`config.mk`:
```
export PLATFORM = sky130hd
export DESIGN_NAME = team_06_i2c_target_flat
export DESIGN_NICKNAME = d
export VERILOG_FILES = /design/src/rtl/team_06_i2c_target_if.sv /design/src/rtl/team_06_i2c_target.sv /design/src/flat_wrapper.sv
export SDC_FILE = /design/constraint.sdc
export NUM_CORES = 1
export LEC_CHECK = 0
export ABC_AREA = 0
export CAP_MARGIN = 40
export CORE_MARGIN = 2
export CORE_UTILIZATION = 31
export DETAILED_ROUTE_END_ITERATION = 12
export GPL_TIMING_DRIVEN = 0
export HOLD_SLACK_MARGIN = 0.12
export SLEW_MARGIN = 30
export SYNTH_ARGS = -nofsm -noshare
export SYNTH_HDL_FRONTEND = slang
export SYNTH_SLANG_ARGS = --single-unit
```
`constraint.sdc`:
```
create_clock -name clk -period 5.22 [get_ports clk]
set_input_delay 0.522 -clock clk [delete_from_list [all_inputs] [get_ports clk]]
set_output_delay 0.522 -clock clk [all_outputs]
set_load 0.02 [all_outputs]
```
`src/rtl/team_06_i2c_target_if.sv`:
```
// team_06_i2c_target_if: bus-side and consumer-side signals of the I2C write target.
// master: the bus/consumer side driving SCL, SDA and data_ready.
// slave:  the target itself.
`timescale 1ns/1ps
interface team_06_i2c_target_if;
  logic       scl_i;
  logic       sda_i;
  logic       sda_o;
  logic       oeb;
  logic [7:0] data_o;
  logic       data_valid;
  logic       data_ready;
  logic       busy;
  logic       frame_done;
  logic       overrun;

  modport master (
    output scl_i, sda_i, data_ready,
    input  sda_o, oeb, data_o, data_valid, busy, frame_done, overrun
  );

  modport slave (
    input  scl_i, sda_i, data_ready,
    output sda_o, oeb, data_o, data_valid, busy, frame_done, overrun
  );
endinterface

```
`src/rtl/team_06_i2c_target.sv`:
```
// team_06_i2c_target: write-only I2C target. Bytes arrive LSB first, are
// ACKed when the output holding register is free and handed to a
// valid/ready consumer.
// Optional feature: define TEAM_06_I2C_ADDR_MATCH_EN to treat the first byte
// after every START as a 7-bit address (ADDR) plus write bit; without it every
// byte after START is data and ADDR is not used for matching.
`timescale 1ns/1ps
module team_06_i2c_target #(
  parameter logic [6:0] ADDR        = 7'h27,
  parameter int         SYNC_STAGES = 2
) (
  input logic                clk,
  input logic                rst,
  team_06_i2c_target_if.slave bus
);

  localparam int DATA_W = 8;

  // Elaboration-time parameter sanity: synchronizer depth and a non-reserved address.
  if (SYNC_STAGES < 2 || SYNC_STAGES > 3) begin : g_bad_sync_stages
    $error("team_06_i2c_target: SYNC_STAGES must be 2 or 3");
  end
  if (ADDR < 7'h08 || ADDR > 7'h77) begin : g_bad_addr
    $error("team_06_i2c_target: ADDR lies in a reserved I2C address range");
  end

  typedef enum logic [2:0] {
    ST_IDLE,
    ST_DATA,
    ST_DATA_ACK
`ifdef TEAM_06_I2C_ADDR_MATCH_EN
    , ST_ADDR,
    ST_ADDR_ACK,
    ST_IGNORE
`endif
  } state_t;

`ifdef TEAM_06_I2C_ADDR_MATCH_EN
  localparam state_t ST_FIRST = ST_ADDR;

  // Address byte matches when the low seven bits equal ADDR and bit 7 (R/W) is write.
  function automatic logic addr_match(input logic [DATA_W-1:0] b);
    return (b[6:0] == ADDR) && (b[7] == 1'b0);
  endfunction
`else
  localparam state_t ST_FIRST = ST_DATA;
`endif

  // Synchronizer chains, last stage (p0) and one delay flop (p1).
  logic [SYNC_STAGES-1:0] scl_sync;
  logic [SYNC_STAGES-1:0] sda_sync;
  logic                   scl_p0;
  logic                   sda_p0;
  logic                   scl_p1;
  logic                   sda_p1;

  logic scl_rise;
  logic scl_fall;
  logic start_det;
  logic stop_det;

  state_t      state_q;
  state_t      state_d;
  logic [2:0]  cnt_q;
  logic [2:0]  cnt_d;
  logic [6:0]  shreg_q;
  logic [6:0]  shreg_d;
  logic        phase_q;
  logic        phase_d;
  logic        ack_q;
  logic        ack_d;
  logic        frame_done_q;

  logic              byte_done;
  logic              byte_ok;
  logic [DATA_W-1:0] rx_byte;

  logic [DATA_W-1:0] data_q;
  logic              data_valid_q;
  logic              overrun_q;
  logic              drive_ack;

  // Bring SCL/SDA into the clk domain; reset to the idle-high bus level.
  always_ff @(posedge clk) begin
    if (rst) begin
      scl_sync <= '1;
      sda_sync <= '1;
      scl_p1   <= 1'b1;
      sda_p1   <= 1'b1;
    end else begin
      scl_sync <= {scl_sync[SYNC_STAGES-2:0], bus.scl_i};
      sda_sync <= {sda_sync[SYNC_STAGES-2:0], bus.sda_i};
      scl_p1   <= scl_p0;
      sda_p1   <= sda_p0;
    end
  end

  assign scl_p0    = scl_sync[SYNC_STAGES-1];
  assign sda_p0    = sda_sync[SYNC_STAGES-1];
  assign scl_rise  = scl_p0 & ~scl_p1;
  assign scl_fall  = ~scl_p0 & scl_p1;
  assign start_det = scl_p0 & scl_p1 & sda_p1 & ~sda_p0;
  assign stop_det  = scl_p0 & scl_p1 & ~sda_p1 & sda_p0;

  // The eighth bit completes the byte directly from the synchronized line.
  assign rx_byte   = {sda_p0, shreg_q};
  // A byte can be taken if the holding register is empty or is being consumed now.
  assign byte_ok   = ~data_valid_q | bus.data_ready;

  // FSM state and per-byte control registers.
  always_ff @(posedge clk) begin
    if (rst) begin
      state_q      <= ST_IDLE;
      cnt_q        <= 3'd0;
      phase_q      <= 1'b0;
      ack_q        <= 1'b0;
      frame_done_q <= 1'b0;
    end else begin
      state_q      <= state_d;
      cnt_q        <= cnt_d;
      phase_q      <= phase_d;
      ack_q        <= ack_d;
      frame_done_q <= stop_det & (state_q != ST_IDLE);
    end
  end

  // Partial-byte shift register; always fully rewritten before use.
  always_ff @(posedge clk) begin
    shreg_q <= shreg_d;
  end

  // Next state: START/STOP override everything, then per-state bit/ACK handling.
  always_comb begin
    state_d   = state_q;
    cnt_d     = cnt_q;
    shreg_d   = shreg_q;
    phase_d   = phase_q;
    ack_d     = ack_q;
    byte_done = 1'b0;
    if (stop_det) begin
      state_d = ST_IDLE;
      cnt_d   = 3'd0;
      phase_d = 1'b0;
      ack_d   = 1'b0;
    end else if (start_det) begin
      state_d = ST_FIRST;
      cnt_d   = 3'd0;
      phase_d = 1'b0;
      ack_d   = 1'b0;
    end else begin
      case (state_q)
        ST_DATA: begin
          if (scl_rise) begin
            cnt_d = cnt_q + 3'd1;
            if (cnt_q == 3'd7) begin
              byte_done = 1'b1;
              ack_d     = byte_ok;
              phase_d   = 1'b0;
              state_d   = ST_DATA_ACK;
            end else begin
              shreg_d[cnt_q] = sda_p0;
            end
          end
        end
`ifdef TEAM_06_I2C_ADDR_MATCH_EN
        ST_ADDR: begin
          if (scl_rise) begin
            cnt_d = cnt_q + 3'd1;
            if (cnt_q == 3'd7) begin
              phase_d = 1'b0;
              if (addr_match(rx_byte)) begin
                ack_d   = 1'b1;
                state_d = ST_ADDR_ACK;
              end else begin
                ack_d   = 1'b0;
                state_d = ST_IGNORE;
              end
            end else begin
              shreg_d[cnt_q] = sda_p0;
            end
          end
        end
        ST_ADDR_ACK,
`endif
        ST_DATA_ACK: begin
          // First SCL fall opens the slot, second one closes it.
          if (scl_fall) begin
            if (!phase_q) begin
              phase_d = 1'b1;
            end else begin
              phase_d = 1'b0;
              ack_d   = 1'b0;
              state_d = ST_DATA;
            end
          end
        end
        default: begin
          state_d = state_q;
        end
      endcase
    end
  end

  // Holding register toward the consumer, with sticky overrun on refused bytes.
  always_ff @(posedge clk) begin
    if (rst) begin
      data_q       <= '0;
      data_valid_q <= 1'b0;
      overrun_q    <= 1'b0;
    end else begin
      if (byte_done && byte_ok) begin
        data_q       <= rx_byte;
        data_valid_q <= 1'b1;
      end else if (data_valid_q && bus.data_ready) begin
        data_valid_q <= 1'b0;
      end
      if (byte_done && !byte_ok) begin
        overrun_q <= 1'b1;
      end
    end
  end

  // SDA is pulled low only inside an open slot for an accepted byte.
  assign drive_ack      = phase_q & ack_q;
  assign bus.oeb        = ~drive_ack;
  assign bus.sda_o      = ~drive_ack;
  assign bus.data_o     = data_q;
  assign bus.data_valid = data_valid_q;
  assign bus.busy       = (state_q != ST_IDLE);
  assign bus.frame_done = frame_done_q;
  assign bus.overrun    = overrun_q;

endmodule

```
`src/flat_wrapper.sv`:
```
// flat-port wrapper written by rule: the top's interface ports become plain ports
module team_06_i2c_target_flat 
#(
  parameter logic [6:0] ADDR        = 7'h27,
  parameter int         SYNC_STAGES = 2
)
  (clk, rst, bus_scl_i, bus_sda_i, bus_data_ready, bus_sda_o, bus_oeb, bus_data_o, bus_data_valid, bus_busy, bus_frame_done, bus_overrun);
  team_06_i2c_target_if bus_i ();
  input logic clk;
  input logic rst;
  input wire logic [$bits(bus_i.scl_i)-1:0] bus_scl_i;
  input wire logic [$bits(bus_i.sda_i)-1:0] bus_sda_i;
  input wire logic [$bits(bus_i.data_ready)-1:0] bus_data_ready;
  output wire logic [$bits(bus_i.sda_o)-1:0] bus_sda_o;
  output wire logic [$bits(bus_i.oeb)-1:0] bus_oeb;
  output wire logic [$bits(bus_i.data_o)-1:0] bus_data_o;
  output wire logic [$bits(bus_i.data_valid)-1:0] bus_data_valid;
  output wire logic [$bits(bus_i.busy)-1:0] bus_busy;
  output wire logic [$bits(bus_i.frame_done)-1:0] bus_frame_done;
  output wire logic [$bits(bus_i.overrun)-1:0] bus_overrun;
  assign bus_i.scl_i = bus_scl_i;
  assign bus_i.sda_i = bus_sda_i;
  assign bus_i.data_ready = bus_data_ready;
  assign bus_sda_o = bus_i.sda_o;
  assign bus_oeb = bus_i.oeb;
  assign bus_data_o = bus_i.data_o;
  assign bus_data_valid = bus_i.data_valid;
  assign bus_busy = bus_i.busy;
  assign bus_frame_done = bus_i.frame_done;
  assign bus_overrun = bus_i.overrun;
  team_06_i2c_target #(.ADDR(ADDR), .SYNC_STAGES(SYNC_STAGES)) u_core (.clk(clk), .rst(rst), .bus(bus_i));
endmodule
```
### Word level (Yosys, flattened, before mapping)

Index checks and enable logic that the tools add are counted.

| cells by class | value |
|---|---|
| order comparisons | 2 |
| add/sub/neg operators | 1 |
| bitwise gates (word level) | 19 |
| reductions and logical operators | 16 |
| muxes and demuxes | 26 |
| equal/unequal tests | 11 |

Operator list:

| operator | number |
|---|---|
| $mux W1 | 17 |
| $reduce_and A5 Y1 | 3 |
| $mux W3 | 4 |
| $ne A3 B1 Y1 const B | 4 |
| $and A1 B1 Y1 | 9 |
| $not A1 Y1 | 9 |
| $ne A2 B1 Y1 const B | 4 |
| $bwmux W7 | 1 |
| $pmux W3 S2 | 1 |
| $reduce_bool A3 Y1 | 2 |
| $logic_and A1 B1 Y1 | 4 |
| $lt A3 B4 Y1 const B | 1 |
| $pmux W1 S2 | 2 |
| $reduce_and A4 Y1 | 1 |
| $reduce_bool A2 Y1 | 2 |
| $add A3 B1 Y3 const B | 1 |
| $demux W1 S3 | 1 |
| $eq A3 B1 Y1 const B | 1 |
| $eq A3 B2 Y1 const B | 1 |
| $eq A3 B3 Y1 const B | 1 |
| $ge A3 B1 Y1 const B | 1 |
| $reduce_or A3 Y1 | 1 |
| $reduce_and A2 Y1 | 1 |
| $reduce_or A2 Y1 | 1 |
| 2 further kinds | 2 |

| storage, ports and cells | value |
|---|---|
| bits of input ports | 5 |
| flip-flop bits (word level) | 32 |
| output and inout bits | 14 |

### Depth between registers and ports, before layout

| depth | value |
|---|---|
| word-level depth | 8 |
| mapped depth | 8 |
| gate-level depth less buffers | 6 |

### Least setup slack after synthesis

OpenSTA, ideal clock, no wires.

| path | value |
|---|---|
| path type | reg-to-reg |
| start | register u_core.cnt_q[1] |
| end | register u_core.shreg_q[0], enable pin |
| cell stages (with the launch flop) | 6 |
| data arrival time | 1413 ps |
| setup slack | 3494 ps |
| setup time | 312 ps |
| cell sequence | dfxtp_1 ha_1 ha_1 nor4bb_1 nand2b_1 nor3_1 |

| on the way | value |
|---|---|
| word-level cells in the longest chain between the ends | 3 |

RTL lines:

| item | line | source |
|---|---|---|
| start: declaration | team_06_i2c_target.sv:64 | `logic [2:0] cnt_q;` |
| start signal: assignment | team_06_i2c_target.sv:120 | `cnt_q <= cnt_d;` |
| $eq A3 B3 Y1 | team_06_i2c_target.sv:155 | `if (cnt_q == 3'd7) begin` |
| $not A1 Y1 (no source line) | -- |  |
| $reduce_and A5 Y1 (no source line) | -- |  |
| end signal: assignment | team_06_i2c_target.sv:129 | `shreg_q <= shreg_d;` |
| end: declaration | team_06_i2c_target.sv:66 | `logic [6:0] shreg_q;` |

Every way passes these cells.
A chain may end at the register's enable or synchronous reset.

### Final worst setup path

| path | value |
|---|---|
| start | register u_core.state_q[0] |
| end | output port bus_busy |

| on the way | value |
|---|---|
| word-level cells in the longest chain between the ends | 1 |

RTL lines:

| item | line | source |
|---|---|---|
| start: declaration | team_06_i2c_target.sv:62 | `state_t state_q;` |
| start signal: assignment | team_06_i2c_target.sv:119 | `state_q <= state_d;` |
| $reduce_bool A3 Y1 | team_06_i2c_target.sv:229 | `assign bus.busy = (state_q != ST_IDLE);` |
| end: declaration | flat_wrapper.sv:18 | `output wire logic [$bits(bus_i.busy)-1:0] bus_busy;` |

Every way passes these cells.

==> summary.txt <==
Status
  • Status: completed

Yosys
  • Share of the synthesized area in the top cell type: roughly 37%
  • Yosys cell types: 33
  • Syn_nets: 133
  • Cell area after synthesis: roughly 1300 sq um
  • Top post-synthesis cells by area: dfxtp_1, edfxtp_1, mux2i_1
  • Post-Syn Area per Cell: 10.7 sq um
  • Sequential fraction of the synthesis area: a little over half
  • Syn Inst Count: around 120
  • Yosys warns: 0
  • Post-synthesis register bit count: 31
  • Yosys top cell by area: dfxtp_1

Floorplanning
  • Core area: a little over 4000 sq um
  • Row cnt: 23
  • Io pins: 19
  • Die area: 4770 sq um
  • Die width: 69.1 um
  • Height of the die: 69.1 um
  • Starting density of the core: 32.6%

Cells and area
  • Fillers: 399
  • Area occupied by multi-input gates: 549 sq um
  • Nets@finish: 157
  • Layout overhead on the synthesized area: 25.9%
  • Final Util: about two fifths
  • Sequential cell area: 691 sq um
  • Antenna diode count: 0
  • Share of layout cells above drive strength 1: between 10 and 15%

Setup path
  • Critical Path Sink Type: output pin
  • Critical path type: reg -> out
  • Worst Path Buf+Inv: 3
  • Crit-path max cell delay: 0.59 ns
  • Worst R2R Path Depth: 5
  • RR Startpoint: u_core.cnt_q[1]$_SDFFE_PP0P_
  • CP cell instances: inv_1, ha_1, inv_1, clkdlybuf4s50_1
  • Setup slack, reg-to-reg: between 3 and 4 ns
  • Crit path depth: 4
  • CP Data Required Time: ~4.7 ns
  • Crit Path Max Fanout: 3
  • Crit path to: bus_busy
  • Arrival @ worst endpoint: between 1.5 and 2 ns
  • Most common cell on crit path: inv_1
  • Setup crit start: u_core.state_q[0]$_SDFFE_PP0P_
  • Startpoint Class: flip-flop
  • Slowest stage cell, crit path: clkdlybuf4s50_1
  • Delay-heaviest family, CP: buffers and inverters
  • R2r endpoint: u_core.shreg_q[1]$_DFFE_PP_

Global route
  • GR met1 Demand/Resource: a little under an eighth
  • Met2 usage: 17.1%
  • Met3 Track Usage GR: 4.97%
  • Largest net degree at the start of global routing: 13
  • Vias in the first global route: 914
  • Global route total overflow: 0
  • GR Util All Layers: between 10% and 20%
  • Top Usage Layer GRT: met2
  • Initial antenna violation count: 0
  • First-pass GRT wire length: 4020 um

Clock network
  • Worst-skew pair later-pin latency: 0.28 ns
  • CTS tree: built
  • Clk Tree Root Cell: clkbuf_8
  • Post-CTS resize count: 0
  • H-tree Lvls: 2
  • Post-CTS Setup Bufs: 0
  • CTS sink count: 31
  • Clock Path Buffers: 2
  • Clk slew on worst S/H paths: 0.06 ns
  • TritonCTS buffer count: 5
  • CTS Hold Bufs: 0

Routing
  • Initial DRC Count: 22
  • Routed wire length: around 2300 um
  • Vias: 922
  • Pre-antenna DRT Iters: 4
  • DRC Markers: 0
  • DR vias/cell: ~4.7
  • ANT nets after route: 0
  • DR WL/cell: 11.4 um

Placement
  • GPL Wtd Cong: 0.748
  • Buffers on Ports: 17
  • Placed wire-length estimate: 1600 um

STA
  • Worst Tran Pin Value: 0.462 ns
  • Post-layout min period: about 2.1 ns
  • Final setup fails: 0
  • Slew Viols, Final: 0
  • Setup Total Neg Slack: 0 ns
  • RSZ-0062 raised after global routing: false
  • FMAX: 479 MHz
  • Clock Skews: roughly 0.0062 ns
  • Final Cycle Share: 40.0%
  • Max_slew headroom: around 69%
  • Final hold vios: 0
  • Hold_ws: 0.412 ns

Pwr
  • Maximum vdd drop: approximately 0.14 mV
  • Power Dens Cells: 310 nW/um^2
  • Static leakage: 0.691 nW

Worst hold path
  • Class of the worst hold path: reg -> reg

Flow run
  • MaxCap Viol Count: 0
==> metal layers <==
layer  vias up  wire, um  part of all wire [%]
met3         6       115                   5.1
li1        470         -                     -
met2        17      1060                    47
met5         -         0                     0
met1       429      1020                    45
met4         0        57                   2.5
==> how the worst min path moves through the flow <==
stage / cells after the start / start / endpoint / slack [ns]
floorplan: 1 / u_core.scl_sync[0]$_SDFF_PP1_ / u_core.scl_sync[1]$_SDFF_PP1_ / 0.39
global placement: 1 / u_core.scl_sync[0]$_SDFF_PP1_ / u_core.scl_sync[1]$_SDFF_PP1_ / 0.39
detailed placement: 1 / u_core.scl_sync[0]$_SDFF_PP1_ / u_core.scl_sync[1]$_SDFF_PP1_ / 0.40
CTS: 1 / u_core.scl_sync[0]$_SDFF_PP1_ / u_core.scl_sync[1]$_SDFF_PP1_ / 0.41
global route: 1 / u_core.scl_sync[0]$_SDFF_PP1_ / u_core.scl_sync[1]$_SDFF_PP1_ / 0.44
finish: 1 / u_core.sda_sync[0]$_SDFF_PP1_ / u_core.sda_sync[1]$_SDFF_PP1_ / 0.41
==> cell usage in the layout, fill, tap and decap left out, types with 2 or more instances in the layout <==
cell             count
buf_6                3
nand4b_1             3
nand2b_1             4
and3b_1              3
nand2_1              5
clkbuf_1             2
nand3_1              2
a31oi_1              3
clkbuf_8             5
inv_1                5
dfxtp_1             24
nor2_1              19
mux2i_1             10
edfxtp_1             7
nor3_1               3
nor2b_1              3
or2_2                6
clkdlybuf4s50_1     17
ha_1                 5
==> report_power, final <==
group	switching (mW)	total [mW]	internal, mW
clock network	0.0864	0.226	0.139
registers	0.00285	0.252	0.250
logic	0.0187	0.0350	0.0163
==> stage by stage <==
| step | instance area (sq um) | std cells | worst slack, ns | total power, mW |
|---|---|---|---|---|
| 2_1_floorplan | 1310 | 123 | 3.49 | 0.282 |
| 3_3_place_gp | 1550 | 190 | 3.30 | 0.292 |
| 3_5_place_dp | 1550 | 190 | 3.26 | 0.293 |
| 4_1_cts | 1650 | 198 | 3.12 | 0.522 |
| 5_1_grt | 1650 | 198 | 3.00 | 0.540 |
| 6_report | 1650 | 198 | 3.13 | 0.513 |
==> cell families after synthesis <==
group | after synthesis | share of synthesized area, %
AO/OA/AOI/OAI | 9 | 4.58
XOR/XNOR | 2 | 1.33
adder cells (fa/ha/maj) | 5 | 4.77
buffers and inverters | 12 | 5.53
flip-flops | 31 | 52.6
multiplexers | 10 | 7.63
AND/OR/NAND/NOR | 54 | 23.5
==> layout make-up <==
type | instances | share of cell area (%)
inverter | 5 | 1.14
sequential | 31 | 41.8
multi-input combinational | 80 | 33.2
tap | 50 | 3.79
clock inverter | 3 | 2.35
buffer | 7 | 3.26
clock buffer | 5 | 4.16
timing repair buffer | 17 | 10.3
==> worst reg2reg max path: cells and delay by family (launching register included) <==
kind | cells | cell delay (ns)
simple gates | 3 | 0.78
fa+ha+maj | 2 | 0.50
flops | 1 | 0.36
==> state kept, by name, summed over array words and instances (netlist names) <==
signal and count:
u_core.scl_p1 1, u_core.scl_sync 2, u_core.bus.data_valid 1, u_core.bus.overrun 1, u_core.cnt_q 3, u_core.ack_q 1
u_core.phase_q 1, u_core.sda_sync 2, u_core.bus.data_o 8, u_core.state_q 2, u_core.sda_p1 1, u_core.bus.frame_done 1
u_core.shreg_q 7
==> Yosys cell counts <==
library cell	number
nand4bb_1	1
nand3_1	2
buf_2	1
dfxtp_1	24
xor2_1	1
nor2_1	19
or2_1	1
mux2i_1	10
clkbuf_1	2
o21ai_0	1
a221oi_1	1
nand4b_1	3
nand2b_1	4
o21ai_1	1
buf_6	3
a31o_2	1
nor2b_1	3
edfxtp_1	7
a21oi_1	1
inv_1	5
ha_1	5
or3_1	1
and3b_1	3
nor4bb_1	1
xnor2_1	1
a31oi_1	3
nand2_1	5
nand3b_4	1
a2111oi_0	1
buf_4	1
or2_2	6
nor3_1	3
nand4_1	1
No activity file was read; power rests on OpenSTA's default activity.
